==> src/rtl/fifo_mst_dpath_gen2.sv <==
// fifo_mst_dpath_gen2
// FT600/FT601 FIFO-master datapath, 16- or 32-bit bus builds.
// Sits between the master FSM / channel arbiter and the FT60x pad ring.
//
// TX:  registers outgoing bus data/BE. When snd_cmd is high, the command
//      phase is inserted: BE carries bus_cmd and data carries the
//      zero-extended channel number.
// RX:  registers RXF_N/TXE_N, samples bus data/BE into a capture stage, and
//      pushes valid beats into a small show-ahead skid FIFO with a
//      valid/ready handshake toward the consumer.
//
// Ports
//   fifoClk, fifoRstn        bus clock, async active-low reset
//   tc_data, tc_be           bus data/BE from pads
//   tc_rxf_n, tc_txe_n       bus status from pads
//   snd_cmd, bus_cmd, ep_num command-phase controls from the master FSM
//   tx_data, tx_be           write-data beat
//   rx_cap                   FSM is in a read data phase
//   rx_flush                 synchronous clear of the RX path
//   rx_ready                 consumer accepts the head beat
//   tp_data, tp_be           registered bus data/BE to pads
//   rx_rxf_n, rx_txe_n       registered bus status
//   rx_valid, rx_data, rx_be skid FIFO head
//   rx_cnt                   skid FIFO occupancy (0..RX_DEPTH)
//   rx_afull                 almost full; FSM must stop reading
//   rx_ovf                   sticky overflow (cleared by rx_flush or reset)
module fifo_mst_dpath_gen2 #(
  parameter int WIDTH_DATA         = 32,
  parameter int CNT_BE             = WIDTH_DATA / 8,
  parameter int CNT_CODE_NUM_CHNLS = 2,
  parameter int RX_DEPTH           = 4,
  parameter int RX_AFULL           = 2
) (
  input  logic                            fifoClk,
  input  logic                            fifoRstn,
  input  logic [WIDTH_DATA-1:0]           tc_data,
  input  logic [CNT_BE-1:0]               tc_be,
  input  logic                            tc_rxf_n,
  input  logic                            tc_txe_n,
  input  logic                            snd_cmd,
  input  logic [CNT_BE-1:0]               bus_cmd,
  input  logic [CNT_CODE_NUM_CHNLS:0]     ep_num,
  input  logic [WIDTH_DATA-1:0]           tx_data,
  input  logic [CNT_BE-1:0]               tx_be,
  input  logic                            rx_cap,
  input  logic                            rx_flush,
  input  logic                            rx_ready,
  output logic [WIDTH_DATA-1:0]           tp_data,
  output logic [CNT_BE-1:0]               tp_be,
  output logic                            rx_rxf_n,
  output logic                            rx_txe_n,
  output logic                            rx_valid,
  output logic [WIDTH_DATA-1:0]           rx_data,
  output logic [CNT_BE-1:0]               rx_be,
  output logic [$clog2(RX_DEPTH):0]       rx_cnt,
  output logic                            rx_afull,
  output logic                            rx_ovf
);

  localparam int AW  = $clog2(RX_DEPTH);
  localparam int CW  = AW + 1;
  localparam int EPW = CNT_CODE_NUM_CHNLS + 1;
  localparam logic [CW-1:0] DEPTH_C = CW'(RX_DEPTH);
  localparam logic [CW-1:0] AFULL_C = CW'(RX_AFULL);

  // TX path and status
  logic [WIDTH_DATA-1:0] tp_data_q, tp_data_d;
  logic [CNT_BE-1:0]     tp_be_q, tp_be_d;
  logic                  rxf_n_q, txe_n_q;

  // capture stage
  logic                  cap_vld_q, cap_vld_d;
  logic [WIDTH_DATA-1:0] cap_data_q;
  logic [CNT_BE-1:0]     cap_be_q;

  // skid FIFO
  logic [WIDTH_DATA-1:0] mem_data [RX_DEPTH];
  logic [CNT_BE-1:0]     mem_be   [RX_DEPTH];
  logic [AW-1:0]         wr_ptr_q, wr_ptr_d;
  logic [AW-1:0]         rd_ptr_q, rd_ptr_d;
  logic [CW-1:0]         cnt_q, cnt_d;
  logic                  afull_q, afull_d;
  logic                  ovf_q, ovf_d;

  logic full, pop, push_ok, wr_en;

  always_comb begin
    tp_data_d = tx_data;
    tp_be_d   = tx_be;
    if (snd_cmd) begin
      tp_data_d = {{(WIDTH_DATA-EPW){1'b0}}, ep_num};
      tp_be_d   = bus_cmd;
    end
  end

  assign full = (cnt_q == DEPTH_C);
  assign pop  = (cnt_q != '0) & rx_ready;
  // A push at full is still accepted when the head leaves on the same edge.
  assign push_ok = cap_vld_q & (~full | pop);
  assign wr_en   = push_ok & ~rx_flush;

  always_comb begin
    cap_vld_d = rx_cap & ~tc_rxf_n & (|tc_be);
    wr_ptr_d  = wr_ptr_q;
    rd_ptr_d  = rd_ptr_q;
    cnt_d     = cnt_q;
    ovf_d     = ovf_q | (cap_vld_q & full & ~pop);
    if (push_ok) wr_ptr_d = wr_ptr_q + 1'b1;
    if (pop)     rd_ptr_d = rd_ptr_q + 1'b1;
    case ({push_ok, pop})
      2'b10:   cnt_d = cnt_q + 1'b1;
      2'b01:   cnt_d = cnt_q - 1'b1;
      default: cnt_d = cnt_q;
    endcase
    if (rx_flush) begin
      cap_vld_d = 1'b0;
      wr_ptr_d  = '0;
      rd_ptr_d  = '0;
      cnt_d     = '0;
      ovf_d     = 1'b0;
    end
    afull_d = ((DEPTH_C - cnt_d) <= AFULL_C);
    if (rx_flush) afull_d = 1'b0;
  end

  always_ff @(posedge fifoClk or negedge fifoRstn) begin
    if (!fifoRstn) begin
      tp_data_q <= '1;
      tp_be_q   <= '1;
      rxf_n_q   <= 1'b1;
      txe_n_q   <= 1'b1;
      cap_vld_q <= 1'b0;
      wr_ptr_q  <= '0;
      rd_ptr_q  <= '0;
      cnt_q     <= '0;
      afull_q   <= 1'b0;
      ovf_q     <= 1'b0;
    end else begin
      tp_data_q <= tp_data_d;
      tp_be_q   <= tp_be_d;
      rxf_n_q   <= tc_rxf_n;
      txe_n_q   <= tc_txe_n;
      cap_vld_q <= cap_vld_d;
      wr_ptr_q  <= wr_ptr_d;
      rd_ptr_q  <= rd_ptr_d;
      cnt_q     <= cnt_d;
      afull_q   <= afull_d;
      ovf_q     <= ovf_d;
    end
  end

  // Payload registers carry no reset; they are qualified by cap_vld / rx_valid.
  always_ff @(posedge fifoClk) begin
    cap_data_q <= tc_data;
    cap_be_q   <= tc_be;
    if (wr_en) begin
      mem_data[wr_ptr_q] <= cap_data_q;
      mem_be[wr_ptr_q]   <= cap_be_q;
    end
  end

  assign tp_data  = tp_data_q;
  assign tp_be    = tp_be_q;
  assign rx_rxf_n = rxf_n_q;
  assign rx_txe_n = txe_n_q;
  assign rx_valid = (cnt_q != '0);
  assign rx_data  = mem_data[rd_ptr_q];
  assign rx_be    = mem_be[rd_ptr_q];
  assign rx_cnt   = cnt_q;
  assign rx_afull = afull_q;
  assign rx_ovf   = ovf_q;

endmodule

==> config.mk <==
export PLATFORM = sky130hd
export DESIGN_NAME = fifo_mst_dpath_gen2
export DESIGN_NICKNAME = d
export VERILOG_FILES = /design/src/rtl/fifo_mst_dpath_gen2.sv
export SDC_FILE = /design/constraint.sdc
export NUM_CORES = 1
export LEC_CHECK = 0
export CAP_MARGIN = 20
export CORE_UTILIZATION = 56
export CTS_CLUSTER_DIAMETER = 150
export CTS_CLUSTER_SIZE = 14
export DETAILED_ROUTE_END_ITERATION = 8
export DONT_BUFFER_PORTS = 1
export PLACE_DENSITY = 0.71
export SYNTH_ARGS = -nofsm -noshare
export SYNTH_HDL_FRONTEND = slang
export SYNTH_SLANG_ARGS = --single-unit
==> constraint.sdc <==
create_clock -name fifoClk -period 2.8 [get_ports fifoClk]
set_input_delay 0.7 -clock fifoClk [delete_from_list [all_inputs] [get_ports fifoClk]]
set_output_delay 0.7 -clock fifoClk [all_outputs]
set_load 0.005 [all_outputs]
==> results of run 1 <==
## cells in the mapped netlist, types with 2 or more instances
cell type  number
edfxtp_1      144
dfstp_2        38
dfxtp_1        36
mux4_2         36
nor2b_1        29
nor2_1         12
dfrtp_1        10
buf_2           7
mux2_2          7
ha_1            6
buf_4           5
and2_1          4
clkbuf_1        4
nor3_1          4
xor2_1          3
a31oi_1         2
inv_1           2
mux2i_1         2
nand2_1         2
nand2b_1        2
nand3_1         2
o21bai_1        2
or3_1           2
xnor2_1         2
## power by group through the flow
stage / sequential [mW] / combinational (mW) / clock [mW]
after global routing: 3.74 / 0.252 / 2.64
after CTS: 3.74 / 0.236 / 2.53
after detailed placement: 3.80 / 0.233 / 0
after global placement: 3.80 / 0.226 / 0
after floorplan: 3.78 / 0.194 / 0
final: 3.73 / 0.229 / 2.44
## layer usage
metal	wire length (µm)	share of wire [%]
met1	4710	37
met2	6430	51
met3	1190	9.4
met4	246	2.0
met5	10	0.079
## final timing paths
check,startpoint,endpoint,slack [ns],cells after the start
worst max-delay path,cap_vld_q$_DFF_PN0_,rx_afull$_DFF_PN0_,0.33,9
worst min-delay path,fifoRstn,tp_be[3]$_DFF_PN1_,0.05,0
worst max register to register,cap_vld_q$_DFF_PN0_,rx_afull$_DFF_PN0_,0.33,9
worst min register to register,cap_be_q[0]$_DFF_P_,mem_be[0][0]$_DFFE_PP_,0.46,0
max in group asynchronous,fifoRstn,rd_ptr_q[1]$_DFFE_PN0P_,1.84,1
min in group fifoClk,tc_txe_n,rx_txe_n$_DFF_PN1_,0.20,0
## registers in the layout (all words and copies together) (netlist names)
name and count:
mem_be 16, tp_data 32, wr_ptr_q 2, mem_data 128
rx_afull 1, cap_data_q 32, rx_cnt 3, rx_rxf_n 1
cap_vld_q 1, tp_be 4, rd_ptr_q 2, rx_txe_n 1
cap_be_q 4, rx_ovf 1
## critical path, stage by stage, from the launching register on
cell	delay [ns]
dfrtp_1	0.52
nand2b_4	0.23
nor2_1	0.06
fa_1	0.51
a31oi_1	0.05
or3_1	0.32
ha_1	0.20
xnor2_1	0.20
nor3_1	0.10
nor4_2	0.21
## through the flow
step           power (mW)  cell area, µm²  utilization, %  hold slack, ns
3_3_place_gp         4.03            8210            59.4           0.407
2_1_floorplan        3.98            7940               -           0.404
4_1_cts              6.50            8800            63.7          0.0198
6_report             6.40            8810            63.7          0.0505
3_5_place_dp         4.03            8210            59.4           0.407
5_1_grt              6.63            8800            63.7          0.0208
## final cells by class
| class | instances | share of cell area [%] |
|---|---|---|
| Clock inverter | 2 | 0.313 |
| Inverter | 3 | 0.128 |
| Sequential cell | 228 | 71.5 |
| Timing Repair Buffer | 12 | 1.76 |
| Clock buffer | 34 | 6.28 |
| Tap cell | 180 | 2.56 |
| Antenna cell | 1 | 0.0284 |
| Multi-Input combinational cell | 134 | 17.4 |
## cells by family (layout without fill, tap and decap cells)
kind of cell	Yosys count	after routing
flip-flops	228	228
AND/OR/NAND/NOR	65	65
multiplexers	45	45
buffers and inverters	20	51
AO/OA/AOI/OAI	12	12
adder cells (fa/ha/maj)	7	7
XOR/XNOR	5	5
other	0	1
## repair_timing
item | CTS | global route
endpoints found under the hold margin | 10 | 0
resized for setup | 0 | 0
hold buffers | 1 | 0
==> flow_metrics.env, run 1 <==
export IMPL_drc=0
export IMPL_grt_pass1_vias=3657
export IMPL_synth_seq_cells=228
export IMPL_drive_gt1_share_pct=30.5
export IMPL_viasPerCell=5.63
export IMPL_io_buffer_count=0
export IMPL_gr_usage_met1_pct=21.7
export IMPL_yosys_most_used_dff="edfxtp_1"
export IMPL_pwr_share_comb_pct=3.6
export IMPL_p_per_area_nw_per_um2=727
export IMPL_antenna_found_initial=1
export IMPL_seq_area_um2=6300
export IMPL_die_area_um2=14600
export IMPL_required_ns=3.20
export IMPL_crit_arrival_ns=2.87
export IMPL_yosysSeqAreaShare_pct=79.3
export IMPL_rsz0062_at_grt="no"
export IMPL_core_rowCount=43
export IMPL_syn_nets=476
export IMPL_clk_pin_slew_ns=0.07
export IMPL_p_int_mw=5.16
export IMPL_grt_busiest_layer="met2"
export IMPL_synthDistinctLibCells=43
export IMPL_yosysWarnings=0
export IMPL_cts_root_buf="clkbuf_16"
export IMPL_async_reset_ff_share_pct=21.1
export IMPL_status="finished, final reports clean"
export IMPL_cp_max_fo=10
export IMPL_synth_compound_area_share_pct=1.10
export IMPL_dpl_cell_count=556
export IMPL_numCtsBuffers=20
export IMPL_gr_usage_met2_pct=31.2
export IMPL_endpoint_kind="register"
export IMPL_vias=3347
export IMPL_fin_crit_ns=2.47
export IMPL_netlist_instances=382
export IMPL_startpoint_type="register"
export IMPL_slew_headroom_pct=67.5
export IMPL_chipWidth_um=121
export IMPL_hp_class="input pin to async pin"
export IMPL_grt_overflow=0
export IMPL_dp_slack_ns=0.275
export IMPL_antenna_left=0
export IMPL_cts_sinks=228
export IMPL_start_util_pct=57.4
export IMPL_finClkSkew_ns=0.0203
export IMPL_synth_edf_count=144
export IMPL_setup_viol=0
export IMPL_grt_use_met3_pct=5.59
export IMPL_die_y_um=121
export IMPL_layout_nets=493
export IMPL_drt_pass1_iter_count=4
export IMPL_synth_top_family_by_area="multiplexers"
export IMPL_drt_iter0_drc=148
export IMPL_ir_drop_mv=0.503
export IMPL_syn_area_per_cell_um2=20.8
export IMPL_cts_tree="yes"
export IMPL_finalHoldViolCount=0
export IMPL_synth_area_um2=7940
export IMPL_place_congestion=0.835
export IMPL_synth_xor_area_share_pct=0.552
export IMPL_multiInputGateArea_um2=1540
export IMPL_totalNegativeSetupSlack_ns=0
export IMPL_cts_htree_levels=1
export IMPL_fmax_mhz=404
export IMPL_yosys_area_share_simple_pct=4.98
export IMPL_fin_ws_ns=0.326
export IMPL_p_clk_share_pct=38.1
export IMPL_avgRoutedWirePerCell_um=21.2
export IMPL_tightestPinTransition_ns=0.485
export IMPL_postCtsSetupRepairBufs=0
export IMPL_synth_top_area_share_pct=54.5
export IMPL_grt_max_degree=40
export IMPL_slew_violations=0
export IMPL_drv_cap=0
export IMPL_routed_wl_mm=12.6
export IMPL_insertion_delay_ns=0.49
export IMPL_clk_path_buf_depth=3
export IMPL_grt_pass1_wl_mm=19.5
export IMPL_ios=167
export IMPL_track_usage_pct=18.1
export IMPL_layout_common_cells="edfxtp_1, dfstp_2, mux4_2, dfxtp_1, nor2b_1"
export IMPL_pwr_share_seq_pct=58.3
export IMPL_synth_area_mux_share_pct=11.5
export IMPL_synthAdderAreaFrac_pct=1.20
export IMPL_critical_path_class="register to register"
export IMPL_yosys_top_cells_area="edfxtp_1, dfstp_2, mux4_2"
export IMPL_fin_crit_sh_pct=88.3
export IMPL_p_sw_mw=1.25
export IMPL_place_hpwl_mm=7.96
export IMPL_design_core_area_um2=13800
export IMPL_nFillCells=939
export IMPL_leakage_nw=2.94
export IMPL_synth_top_area_cell="edfxtp_1"
export IMPL_final_common_cell="edfxtp_1"
export IMPL_swShare_pct=19.5
export IMPL_syn2layout_area_growth_pct=11.0
export IMPL_layoutNonFillerInstCount=594
(Power assumes the default switching activity.)
==> inputs of run 2 (changes only) <==
--- a/config.mk
+++ b/config.mk
@@ -6,6 +6,7 @@
 export NUM_CORES = 1
 export LEC_CHECK = 0
 export CAP_MARGIN = 20
+export CORE_MARGIN = 10
 export CORE_UTILIZATION = 56
 export CTS_CLUSTER_DIAMETER = 150
 export CTS_CLUSTER_SIZE = 14
==> run 2 against run 1 <==
Against the previous run: register-to-register slack better by 0.03 ns; fmax fell by 0.22%; global-route usage fell by 3.6 points.
==> flow_metrics.env, run 2 (same netlist as run 1, synthesis figures left out) <==
export IMPL_status="finished, final reports clean"
export IMPL_core_rowCount=43
export IMPL_largest_register="mem_data"
export IMPL_finalHoldViolCount=0
export IMPL_drive_gt1_share_pct=31.0
export IMPL_slew_headroom_pct=67.5
export IMPL_cts_htree_levels=1
export IMPL_tightestPinTransition_ns=0.485
export IMPL_slew_violations=0
export IMPL_ios=167
export IMPL_critical_path_class="register to output port"
export IMPL_antenna_found_initial=1
export IMPL_startpoint_type="register"
export IMPL_p_per_area_nw_per_um2=731
export IMPL_clk_pin_slew_ns=0.06
export IMPL_p_sw_mw=1.23
export IMPL_cts_tree="yes"
export IMPL_pwr_share_seq_pct=58.1
export IMPL_nFillCells=942
export IMPL_cp_max_fo=14
export IMPL_drt_iter0_drc=131
export IMPL_holdWs_ns=0.0648
export IMPL_die_area_um2=19300
export IMPL_chipWidth_um=139
export IMPL_drv_cap=0
export IMPL_setup_viol=0
export IMPL_fin_crit_ns=2.48
export IMPL_drt_pass1_iter_count=4
export IMPL_layoutNonFillerInstCount=598
export IMPL_pwr_share_comb_pct=3.6
export IMPL_totalNegativeSetupSlack_ns=0
export IMPL_track_usage_pct=14.5
export IMPL_dpl_cell_count=559
export IMPL_endpoint_kind="output port"
export IMPL_multiInputGateArea_um2=1540
export IMPL_grt_pass1_vias=3819
export IMPL_grt_max_degree=40
export IMPL_leakage_nw=2.95
export IMPL_insertion_delay_ns=0.48
export IMPL_ir_drop_mv=0.436
export IMPL_viasPerCell=5.63
export IMPL_cts_sinks=228
export IMPL_start_util_pct=57.2
export IMPL_p_clk_share_pct=38.4
export IMPL_p_int_mw=5.20
export IMPL_largest_reg_flops=128
export IMPL_syn2layout_area_growth_pct=10.9
export IMPL_fmax_mhz=403
export IMPL_cts_root_buf="clkbuf_16"
export IMPL_grt_pass1_wl_mm=22.2
export IMPL_rsz0062_at_grt="no"
export IMPL_place_congestion=0.721
export IMPL_io_buffer_count=0
export IMPL_layout_nets=496
export IMPL_crit_arrival_ns=1.78
export IMPL_swShare_pct=19.2
export IMPL_numCtsBuffers=20
export IMPL_routed_wl_mm=14.3
export IMPL_finClkSkew_ns=0.0135
export IMPL_avgRoutedWirePerCell_um=23.8
export IMPL_grt_overflow=0
export IMPL_antenna_left=0
export IMPL_ctsResizeCount=0
export IMPL_postCtsSetupRepairBufs=0
export IMPL_vias=3368
export IMPL_die_y_um=139
export IMPL_fin_crit_sh_pct=88.5
export IMPL_layout_common_cells="edfxtp_1, dfstp_2, mux4_2, dfxtp_1, nor2b_1"
export IMPL_design_core_area_um2=13900
export IMPL_drc=0
export IMPL_place_hpwl_mm=9.82
export IMPL_clk_path_buf_depth=3
export IMPL_final_common_cell="edfxtp_1"
export IMPL_seq_area_um2=6300
export IMPL_required_ns=2.10
export IMPL_hp_class="input pin to async pin"
-- run 2: cell types whose count changed in the layout (fill, tap and decap cells not counted) --
cell | before | now
clkbuf_16 | 20 | 21
buf_4 | 6 | 12
clkinv_8 | 1 | 0
diode_2 | 1 | 2
buf_12 | 5 | 2
-- run 2: metrics by stage --
| step | power (mW) | cell area [µm²] | setup slack, ns | utilization (%) |
|---|---|---|---|---|
| 3_3_place_gp | 4.03 | 8200 | 0.361 | 59.1 |
| 5_1_grt | 6.69 | 8800 | 0.190 | 63.4 |
| 3_5_place_dp | 4.04 | 8200 | 0.296 | 59.1 |
| 4_1_cts | 6.52 | 8800 | 0.270 | 63.4 |
| 2_1_floorplan | 3.98 | 7940 | 0.237 | - |
| 6_report | 6.44 | 8800 | 0.321 | 63.4 |
-- run 2: worst max-delay path, cell delays in order (launching register included) --
cell and delay (ns):
dfrtp_2 0.39, buf_4 0.30, mux4_2 0.60
-- run 2: what timing repair did --
item / 4_1_cts / 5_1_grt
endpoints found under the setup margin: 0 / 0
endpoints found under the hold margin: 10 / 0
hold buffers: 1 / 0
-- run 2: power by group through the flow --
stage / clock network [mW] / logic (mW) / registers (mW)
2_1_floorplan: 0 / 0.194 / 3.78
3_3_place_gp: 0 / 0.229 / 3.80
3_5_place_dp: 0 / 0.236 / 3.81
4_1_cts: 2.54 / 0.239 / 3.74
5_1_grt: 2.69 / 0.255 / 3.75
6_report: 2.47 / 0.230 / 3.74
-- run 2: final timing paths --
check                                   startpoint                        to  slack (ns)  cells after the start
max                        rd_ptr_q[0]$_DFFE_PN0P_               rx_data[31]        0.32                      2
min                                       fifoRstn     tp_data[23]$_DFF_PN1_        0.06                      0
max reg2reg                    cap_vld_q$_DFF_PN0_        rx_afull$_DFF_PN0_        0.36                      9
min reg2reg                  cap_data_q[1]$_DFF_P_  mem_data[3][1]$_DFFE_PP_        0.47                      0
max in group asynchronous                 fifoRstn   rd_ptr_q[1]$_DFFE_PN0P_        1.82                      1
min in group fifoClk                      tc_txe_n        rx_txe_n$_DFF_PN1_        0.22                      0
-- run 2: metal layers --
metal / part of all wire (%) / GRT usage (%)
met5: 0 / 0
met4: 1.1 / 3.57
met3: 12 / 7.81
met2: 50 / 24.4
met1: 37 / 15.9
-- run 2: layout make-up --
class | count | area share [%]
sequential | 228 | 71.5
multi-input combinational | 134 | 17.5
clock buffer | 35 | 6.57
tap | 180 | 2.56
timing repair buffer | 15 | 1.59
clock inverter | 1 | 0.128
inverter | 3 | 0.128
antenna | 2 | 0.0569
==> inputs of run 3 (changes only) <==
--- a/config.mk
+++ b/config.mk
@@ -5,6 +5,7 @@
 export SDC_FILE = /design/constraint.sdc
 export NUM_CORES = 1
 export LEC_CHECK = 0
+export ABC_AREA = 1
 export CAP_MARGIN = 20
 export CORE_MARGIN = 10
 export CORE_UTILIZATION = 56
==> run 3 against run 2 <==
Against the previous run: global-route usage is 1.3 points higher; sequential power is 2% higher; die area is 1.3% higher; fmax is 5.5% lower; critical path type unchanged; total power is 14% higher; highest routed layer unchanged; synthesized cell count is 53% higher; sequential cell count stayed put.
==> flow_metrics.env, run 3 <==
export IMPL_design_core_area_um2=14000
export IMPL_syn_area_per_cell_um2=13.8
export IMPL_final_common_cell="edfxtp_1"
export IMPL_finClkSkew_ns=0.0201
export IMPL_cts_root_buf="clkbuf_16"
export IMPL_final_cell_area_um2=8920
export IMPL_crit_chain="inv_2 -> buf_4 -> o21ai_0 -> o22ai_1"
export IMPL_place_congestion=0.764
export IMPL_swShare_pct=26.0
export IMPL_critPathSlowestCell="dfrtp_2"
export IMPL_crit_buf_inv=2
export IMPL_drv_cap=0
export IMPL_leakage_nw=3.27
export IMPL_synth_common_cells="edfxtp_1, nor2_1, o21ai_0"
export IMPL_grt_max_degree=43
export IMPL_holdWs_ns=0.0663
export IMPL_yosysMostFrequentCell="edfxtp_1"
export IMPL_insertion_delay_ns=0.48
export IMPL_fin_crit_sh_pct=93.7
export IMPL_layout_nets=686
export IMPL_io_buffer_count=0
export IMPL_numCtsBuffers=20
export IMPL_vias=4362
export IMPL_cts_tree="yes"
export IMPL_synthDistinctLibCells=31
export IMPL_p_clk_share_pct=34.1
export IMPL_cts_sinks=228
export IMPL_p_int_mw=5.42
export IMPL_chipWidth_um=140
export IMPL_netlist_instances=585
export IMPL_place_hpwl_mm=10.2
export IMPL_p_sw_mw=1.90
export IMPL_largest_reg_flops=128
export IMPL_synth_top_area_cell="edfxtp_1"
export IMPL_slew_headroom_pct=65.4
export IMPL_grt_overflow=0
export IMPL_antenna_left=0
export IMPL_die_y_um=140
export IMPL_critical_path_class="register to output port"
export IMPL_start_util_pct=57.6
export IMPL_tightestPinTransition_ns=0.517
export IMPL_ios=167
export IMPL_die_area_um2=19600
export IMPL_core_rowCount=43
export IMPL_track_usage_pct=15.8
export IMPL_crit_arrival_ns=1.92
export IMPL_async_reset_ff_share_pct=21.1
export IMPL_nFillCells=1029
export IMPL_grt_pass1_wl_mm=25.2
export IMPL_synth_area_um2=8060
export IMPL_yosys_most_used_dff="edfxtp_1"
export IMPL_largest_register="mem_data"
export IMPL_finalHoldViolCount=0
export IMPL_antenna_found_initial=3
export IMPL_routed_wl_mm=16.1
export IMPL_clk_path_buf_depth=3
export IMPL_drt_iter0_drc=223
export IMPL_drc=0
export IMPL_cts_htree_levels=1
export IMPL_syn2layout_area_growth_pct=10.7
export IMPL_yosysSeqAreaShare_pct=78.1
export IMPL_synth_seq_cells=228
export IMPL_clk_pin_slew_ns=0.06
export IMPL_slowest_delay_ns=0.51
export IMPL_layout_common_cells="edfxtp_1, nor2_1, o21ai_0"
export IMPL_synth_top_area_share_pct=53.7
export IMPL_viasPerCell=5.53
export IMPL_rsz0062_at_grt="no"
export IMPL_slew_violations=0
export IMPL_ir_drop_mv=0.459
export IMPL_yosysWarnings=0
export IMPL_hp_class="input pin to async pin"
export IMPL_syn_nets=679
export IMPL_required_ns=2.10
export IMPL_grt_pass1_vias=4700
export IMPL_fmax_mhz=381
export IMPL_pwr_share_seq_pct=52.3
export IMPL_pwr_share_comb_pct=13.6
export IMPL_synth_edf_count=144
export IMPL_setup_viol=0
export IMPL_cp_max_fo=32
export IMPL_hold_buffers=1
export IMPL_endpoint_kind="output port"
export IMPL_drt_pass1_iter_count=4
export IMPL_startpoint_type="register"
export IMPL_status="finished, final reports clean"
export IMPL_p_per_area_nw_per_um2=821
export IMPL_placed_area_um2=8320
export IMPL_postCtsSetupRepairBufs=0
export IMPL_yosys_top_cells_area="edfxtp_1, dfstp_2, dfxtp_1"
export IMPL_fin_crit_ns=2.62
export IMPL_ctsResizeCount=0
export IMPL_drive_gt1_share_pct=16.7
export IMPL_avgRoutedWirePerCell_um=20.4
export IMPL_critical_path_top_delay_family="compound AO/OA/AOI/OAI gates"
## run 3: cell type report
type                            count  area, µm²  share of cell area [%]
Timing Repair Buffer               13        138                    1.54
Clock inverter                      1       11.3                   0.126
Antenna cell                        3       7.51                  0.0841
Multi-Input combinational cell    276       1470                    16.5
Inverter                           53        199                    2.23
Sequential cell                   228       6290                    70.6
Clock buffer                       35        578                    6.48
Tap cell                          180        225                    2.52
## run 3: worst paths after layout
check                                         from                   endpoint  slack, ns  cells after the start
max reg2reg                    rx_cnt[1]$_DFF_PN0_         rx_afull$_DFF_PN0_       0.52                     13
max                        rd_ptr_q[0]$_DFFE_PN0P_                rx_data[28]       0.18                      4
min                                       fifoRstn      tp_data[11]$_DFF_PN1_       0.07                      0
max in group asynchronous                 fifoRstn    rd_ptr_q[0]$_DFFE_PN0P_       1.79                      1
min reg2reg                 cap_data_q[20]$_DFF_P_  mem_data[2][20]$_DFFE_PP_       0.46                      0
min in group fifoClk                      tc_rxf_n         rx_rxf_n$_DFF_PN1_       0.22                      0
## run 3: stage by stage
step	power, mW	setup WS [ns]	TNS, ns	std cells	util, %
after global placement	4.85	0.609	0	749	59.4
after CTS	7.42	0.194	0	786	63.7
after detailed placement	4.90	0.535	0	749	59.4
after floorplan	4.62	-0.280	-40.32	585	-
final	7.32	0.176	0	789	63.8
after global routing	7.67	0.0520	0	788	63.8
## run 3: worst register-to-register path: stages, from the launching register on
cell and delay [ns]:
dfrtp_1 0.48, nor2_4 0.19, nand2_4 0.09, nand3_2 0.11
inv_1 0.06, fa_1 0.48, nor2_1 0.05, nor3_2 0.17
inv_1 0.08, ha_1 0.19, inv_1 0.06, nand4_1 0.09
nand2_1 0.10, nor2_2 0.03
## run 3: cells by family after synthesis
group	count (synthesis)	share of synthesized area (%)
simple gates	146	7.90
fa+ha+maj	7	1.18
buf+inv	81	4.02
compound gates	116	7.80
mux	7	0.978
flops	228	78.1
## run 3: power by group through the flow
stage,Combinational [mW],Clock (mW),Sequential [mW]
after floorplan,0.771,0,3.85
after global placement,0.959,0,3.89
after detailed placement,1.00,0,3.90
after CTS,1.02,2.57,3.83
after global routing,1.12,2.70,3.85
final,0.997,2.50,3.83
## run 3: per-layer routing
metal / up-vias / share of wire [%] / track usage (%)
met5: - / 0 / 0
met4: 0 / 1.1 / 3.26
met3: 12 / 11 / 7.20
met2: 168 / 48 / 26.1
met1: 2140 / 40 / 18.7
li1: 2042 / - / -
